## config.mk

```make
export PLATFORM = sky130hd
export DESIGN_NAME = pc_gen_ras
export DESIGN_NICKNAME = d
export VERILOG_FILES = /design/src/rtl/pc_gen_ras_pkg.sv /design/src/rtl/ras_stack.sv /design/src/rtl/pc_gen_ras.sv
export SDC_FILE = /design/constraint.sdc
export NUM_CORES = 1
export LEC_CHECK = 0
export ABC_AREA = 0
export BUFFER_PORTS_ARGS = -buffer_cell sky130_fd_sc_hd__buf_2
export CAP_MARGIN = 20
export CORE_MARGIN = 10
export CORE_UTILIZATION = 55
export CTS_CLUSTER_SIZE = 30
export DETAILED_ROUTE_END_ITERATION = 7
export GPL_TIMING_DRIVEN = 0
export HOLD_SLACK_MARGIN = 0.15
export PLACE_DENSITY_LB_ADDON = 0.08
export SLEW_MARGIN = 20
export SYNTH_ARGS = -nofsm -noshare
export SYNTH_HDL_FRONTEND = slang
export SYNTH_SLANG_ARGS = --single-unit
```

## constraint.sdc

```tcl
create_clock -name clk -period 5.75 [get_ports clk]
set_input_delay 1.725 -clock clk [delete_from_list [all_inputs] [get_ports clk]]
set_output_delay 1.725 -clock clk [all_outputs]
set_load 0.005 [all_outputs]
```

## src/rtl/pc_gen_ras_pkg.sv

```systemverilog
// Shared definitions for the PC generator: next-PC select encodings and default vectors.
package pc_gen_ras_pkg;

  localparam int unsigned NPC_SEL_W = 3;

  localparam logic [NPC_SEL_W-1:0] NPC_SEQ  = 3'b000;
  localparam logic [NPC_SEL_W-1:0] NPC_J    = 3'b001;
  localparam logic [NPC_SEL_W-1:0] NPC_JAL  = 3'b010;
  localparam logic [NPC_SEL_W-1:0] NPC_JR   = 3'b011;
  localparam logic [NPC_SEL_W-1:0] NPC_BEQ  = 3'b100;
  localparam logic [NPC_SEL_W-1:0] NPC_BNE  = 3'b101;
  localparam logic [NPC_SEL_W-1:0] NPC_RET  = 3'b110;
  localparam logic [NPC_SEL_W-1:0] NPC_ERET = 3'b111;

  localparam logic [31:0] RESET_PC_DEF = 32'h0000_3000;
  localparam logic [31:0] EXC_VEC_DEF  = 32'h0000_4180;

endpackage

```

## src/rtl/ras_stack.sv

```systemverilog
// Circular return-address stack; a push when full silently overwrites the oldest entry.
module ras_stack #(
  parameter int unsigned RAS_DEPTH = 4,
  parameter int unsigned WIDTH     = 32
) (
  input  logic             clk,
  input  logic             rst_n,
  input  logic             push,
  input  logic             pop,
  input  logic [WIDTH-1:0] push_data,
  output logic [WIDTH-1:0] top,
  output logic             empty
);

  localparam int unsigned PTR_W = $clog2(RAS_DEPTH);
  localparam int unsigned CNT_W = $clog2(RAS_DEPTH + 1);

  logic [WIDTH-1:0] mem [RAS_DEPTH];
  logic [PTR_W-1:0] ptr;
  logic [PTR_W-1:0] top_idx;
  logic [CNT_W-1:0] count;

  // ptr names the next free slot; the top of stack sits just below it
  assign top_idx = ptr - PTR_W'(1);
  assign top     = mem[top_idx];
  assign empty   = (count == CNT_W'(0));

  always_ff @(posedge clk or negedge rst_n) begin
    if (!rst_n) begin
      ptr   <= '0;
      count <= '0;
    end else if (push) begin
      ptr <= ptr + PTR_W'(1);
      if (count != CNT_W'(RAS_DEPTH)) count <= count + CNT_W'(1);
    end else if (pop && !empty) begin
      ptr   <= top_idx;
      count <= count - CNT_W'(1);
    end
  end

  // Entry storage needs no reset: count gates every read that matters
  always_ff @(posedge clk) begin
    if (push) mem[ptr] <= push_data;
  end

endmodule

```

## src/rtl/pc_gen_ras.sv

```systemverilog
// Program counter with next-PC selection, exception/eret handling and a
// return-address stack that flags mispredicted jr-$ra returns.
module pc_gen_ras
  import pc_gen_ras_pkg::*;
#(
  parameter int unsigned     WIDTH     = 32,
  parameter logic [WIDTH-1:0] RESET_PC = WIDTH'(RESET_PC_DEF),
  parameter logic [WIDTH-1:0] EXC_VEC  = WIDTH'(EXC_VEC_DEF),
  parameter int unsigned     RAS_DEPTH = 4
) (
  input  logic             clk,
  input  logic             rst_n,
  input  logic             stall,
  input  logic [2:0]       npc_sel,
  input  logic [25:0]      imm26,
  input  logic [15:0]      imm16,
  input  logic             zero,
  input  logic [WIDTH-1:0] gpr_in,
  input  logic             exc_req,
  output logic [WIDTH-1:0] pc,
  output logic [WIDTH-1:0] pc_4,
  output logic [WIDTH-1:0] npc,
  output logic [WIDTH-1:0] epc,
  output logic             ras_miss,
  output logic             ras_empty
);

  logic [WIDTH-1:0] br_off;
  logic [WIDTH-1:0] br_tgt;
  logic [WIDTH-1:0] j_tgt;
  logic [WIDTH-1:0] ras_top;
  logic             advance;
  logic             ras_push;
  logic             ras_pop;
  logic             miss_d;

  assign pc_4   = pc + WIDTH'(4);
  assign br_off = {{(WIDTH-18){imm16[15]}}, imm16, 2'b00};
  assign br_tgt = pc_4 + br_off;
  assign j_tgt  = {pc[WIDTH-1:28], imm26, 2'b00};

  always_comb begin
    npc = pc_4;
    case (npc_sel)
      NPC_J, NPC_JAL:  npc = j_tgt;
      NPC_JR, NPC_RET: npc = gpr_in;
      NPC_BEQ:         npc = zero ? br_tgt : pc_4;
      NPC_BNE:         npc = zero ? pc_4 : br_tgt;
      NPC_ERET:        npc = epc;
      default:         npc = pc_4;
    endcase
    if (exc_req) npc = EXC_VEC;
  end

  // RAS only moves on edges where the PC actually advances through npc
  assign advance  = !stall && !exc_req;
  assign ras_push = advance && (npc_sel == NPC_JAL);
  assign ras_pop  = advance && (npc_sel == NPC_RET);
  assign miss_d   = ras_pop && (ras_empty || (ras_top != gpr_in));

  ras_stack #(
    .RAS_DEPTH (RAS_DEPTH),
    .WIDTH     (WIDTH)
  ) u_ras (
    .clk       (clk),
    .rst_n     (rst_n),
    .push      (ras_push),
    .pop       (ras_pop),
    .push_data (pc_4),
    .top       (ras_top),
    .empty     (ras_empty)
  );

  always_ff @(posedge clk or negedge rst_n) begin
    if (!rst_n) begin
      pc       <= RESET_PC;
      epc      <= '0;
      ras_miss <= 1'b0;
    end else begin
      ras_miss <= miss_d;
      if (exc_req) begin
        pc  <= EXC_VEC;
        epc <= pc;
      end else if (!stall) begin
        pc <= npc;
      end
    end
  end

endmodule

```

==> summary.json <==
{
  "power_and_ir_drop": {
    "swShare": 0.376,
    "worst_ir_drop_on_vdd_uv": 220,
    "power_frac_clock": 0.249,
    "internal-power_mw": 3.02,
    "pwr_density_cell_nw_per_um2": 307,
    "power.share.sequential": 0.349,
    "power.leakage_nw": 6.51,
    "netSwitchingPower_mw": 1.81,
    "pwr-share-comb": 0.403
  },
  "place": {
    "post-dp-hpwl_um": 33900,
    "place.detailed.instances": 1546,
    "gp_routability_congestion": 0.989,
    "port-buffer-count": 208,
    "preCtsSetupSlack_ns": -0.794
  },
  "cells_and_area": {
    "total_number_of_nets_in_the_final_design": 1483,
    "commonest_cells_after_routing_fill_and_taps_aside": "sky130_fd_sc_hd__buf_2 (217), sky130_fd_sc_hd__edfxtp_1 (128), sky130_fd_sc_hd__nor2_1 (96)",
    "instances_no_fill": 1649,
    "fin_util": 0.741,
    "flow.area_growth_from_synthesis_pct": 31.4,
    "final.fill_count": 1488,
    "post_route_cells_drive_above_1_share": 0.419,
    "mostFrequentLayoutCell": "sky130_fd_sc_hd__buf_2"
  },
  "routing": {
    "drt_first_pass_iters": 8,
    "vias_per_cell": 6.63,
    "drt-wirelength-per-cell_um": 28.6,
    "detailroute.via_count": 10900,
    "drt_iter0_markers": 1503,
    "drc": 0,
    "routed_wl_um": 47200,
    "antenna_violating_nets_post_route": 0
  },
  "worst_setup_path": {
    "start_kind": "input port",
    "critPathArrivalTime_ns": 4.40,
    "max_stage_delay_ns": 0.40,
    "worst_setup_path_startpoint": "imm16[15]",
    "crit_path_top_delay_cell": "sky130_fd_sc_hd__a221oi_2",
    "worstPathCellList": "buf_12 > ha_1 > buf_2 > a211oi_4 > o211ai_1 > a21oi_2 > o21ai_2 > a2111oi_4 > xnor2_2 > o21bai_2 > a221oi_2 > nor2_1 > buf_2",
    "worst_reg2reg_path_startpoint": "u_ras.ptr[0]",
    "crit_path_max_fanout": 18,
    "worstRegToRegCells": 12,
    "timing.rr.end": "ras_miss",
    "cp_data_required_time_ns": 4.03,
    "cp_common_cell": "sky130_fd_sc_hd__buf_2",
    "setup.worst_path.end_class": "primary output",
    "critical_path_class": "in2out",
    "rrSetupSlack_ns": 0.82
  },
  "global_routing": {
    "initial_antenna_violation_count": 2,
    "grt_max_degree": 39,
    "first_global_vias": 10500,
    "grt-ovfl-total": 0,
    "grt_pass1_wl_um": 67500,
    "grt_util_all_layers": 0.318
  },
  "synthesis": {
    "seq_area_frac_synth": 0.468,
    "synth.avg_cell_area_um2": 11.3,
    "synth_area_leaders": "sky130_fd_sc_hd__edfxtp_1 (32%), sky130_fd_sc_hd__dfrtp_1 (14%), sky130_fd_sc_hd__mux4_2 (6.0%), sky130_fd_sc_hd__xnor2_1 (4.2%), sky130_fd_sc_hd__ha_1 (4.1%)",
    "synthDistinctLibCells": 86,
    "synth_enable_flop_cells": 128,
    "synth_top_cell_by_area": "sky130_fd_sc_hd__edfxtp_1",
    "synthDominantCellAreaShare": 0.321,
    "asyncSetResetFlopFracSynth": 0.354,
    "synth_seq_cells": 198,
    "synth_nets": 1181,
    "synthCells": 1058,
    "mappedNetlistArea_um2": 12000,
    "yosys_warning_count": 0,
    "synth_ff_type": "sky130_fd_sc_hd__edfxtp_1"
  },
  "clock_tree": {
    "ctsRootBufferMaster": "sky130_fd_sc_hd__clkbuf_16",
    "cts_inserted_buffers": 17,
    "clock_tree.htree_level_count": 4,
    "cts_max_path_buffers": 2,
    "holdBufCountCts": 0,
    "insertion_delay_ns": 0.47,
    "clk_pin_slew_worst_paths_ns": 0.08,
    "cts_sinks": 198,
    "cts_tree": "yes"
  },
  "floorplan": {
    "fp.dieArea_um2": 28100,
    "ios": 212,
    "std_cell_rows": 53,
    "starting_utilization_of_the_core_area": 0.564,
    "fp.dieH_um": 168,
    "placeableCoreArea_um2": 21200,
    "die_width_um": 168
  },
  "sta": {
    "report.final.hold_viol_count": 0,
    "setup_repair_after_global_routing_missed_its_margin": "yes",
    "worst_slack_ns": -0.375,
    "fmax_ghz": 0.163,
    "period_share": 1.07,
    "finalCriticalPeriod_ns": 6.12,
    "holdWs_ns": 0.548,
    "transition_at_the_pin_with_the_smallest_max_transition_slack_ns": 1.07,
    "final-setup-viol-count": 10,
    "maxSlewViolCount": 0,
    "relSlewSlack": 0.285,
    "fin_clk_skew_ns": 0.0201
  },
  "run_status": {
    "violations": "negative setup slack",
    "run_status": "complete, but fails checks"
  },
  "min_path": {
    "worst_hold_path.num_cells": 1,
    "whs_endpoint": "epc[4]",
    "worstHoldStart": "epc[4]",
    "hold_class": "reg2reg"
  },
  "job": {
    "number_of_max_capacitance_violations_reported": 0
  }
}
power groups by stage:
stage,registers [mW],clock network [mW],logic [mW]
4_1_cts,1.68,1.20,1.81
6_report,1.68,1.20,1.94
2_1_floorplan,1.69,0,1.09
3_5_place_dp,1.71,0,1.69
3_3_place_gp,1.71,0,1.66
5_1_grt,1.69,1.25,2.04
logic make-up (layout without fill, tap and decap cells):
family	Yosys count	in the layout	share of synthesized area
adder cells (fa/ha/maj)	41	41	0.0441
flip-flops	198	198	0.468
other	0	1	0
AO/OA/AOI/OAI	282	282	0.164
XOR/XNOR	84	84	0.0637
multiplexers	96	96	0.118
buffers and inverters	85	400	0.0302
AND/OR/NAND/NOR	272	272	0.112
worst max path at each step:
stage	to	cells past startpoint
3_5_place_dp	npc[31]	17
2_1_floorplan	npc[18]	12
3_3_place_gp	npc[31]	17
4_1_cts	npc[31]	18
6_report	npc[31]	13
5_1_grt	npc[31]	15
cells in the mapped netlist, drive strengths merged, types with 13 or more instances:
| master | n |
|---|---|
| xnor2 | 60 |
| nor2 | 98 |
| nor2b | 19 |
| mux2i | 26 |
| o21ai | 43 |
| buf | 25 |
| xor2 | 24 |
| ha | 39 |
| a211oi | 37 |
| mux2 | 38 |
| o22ai | 15 |
| a221oi | 13 |
| nand3 | 19 |
| nand2 | 72 |
| dfrtp | 68 |
| clkbuf | 40 |
| edfxtp | 128 |
| mux4 | 32 |
| inv | 19 |
| a21oi | 79 |
| a21o | 16 |
| nand4 | 16 |
flip-flops by register name, summed over array words and instances, names as in the netlist:
register     cells
pc              32
u_ras.ptr        2
epc             32
u_ras.mem      128
ras_miss         1
u_ras.count      3
worst max-delay path, delay by kind of cell:
kind	cells	cell delay (ns)
xor+xnor	1	0.19
simple gates	1	0.09
compound gates	7	1.59
fa+ha+maj	1	0.30
buf+inv	3	0.50
layer usage:
layer | vias up | part of all wire | track usage
met4 | 0 | 0.040 | 0.129
met2 | 782 | 0.46 | 0.491
li1 | 4646 | - | -
met5 | - | 0 | 0
met3 | 135 | 0.12 | 0.0840
met1 | 5378 | 0.38 | 0.417
stage by stage:
step	area, um^2	TNS (ns)	power (mW)
final	15700	-1.20	4.83
after global routing	15700	-2.56	4.98
after CTS	15000	-1.62	4.68
after detailed placement	13500	-8.96	3.40
after global placement	13400	-9.05	3.37
after floorplan	12000	0	2.78
final cells by class:
class                      instances  area, um^2  area share
clock inverter                    13         131     0.00835
tap                              275         344      0.0219
inverter                          20        78.8     0.00501
timing repair buffer             286        1810       0.115
antenna                            1        2.50    0.000159
sequential                       198        5610       0.357
multi-input combinational        775        7030       0.447
clock buffer                      19         433      0.0275
buffer                            62         292      0.0185
what timing repair did:
item                                    in CTS  in global routing
endpoints found under the setup margin      31                 24
buffers inserted                            46                 27
resized for setup                          108                 97
pin swaps                                   42                 46
cloned                                       0                  0
endpoints found under the hold margin        0                  0
Power figures use the tool's default switching activity.
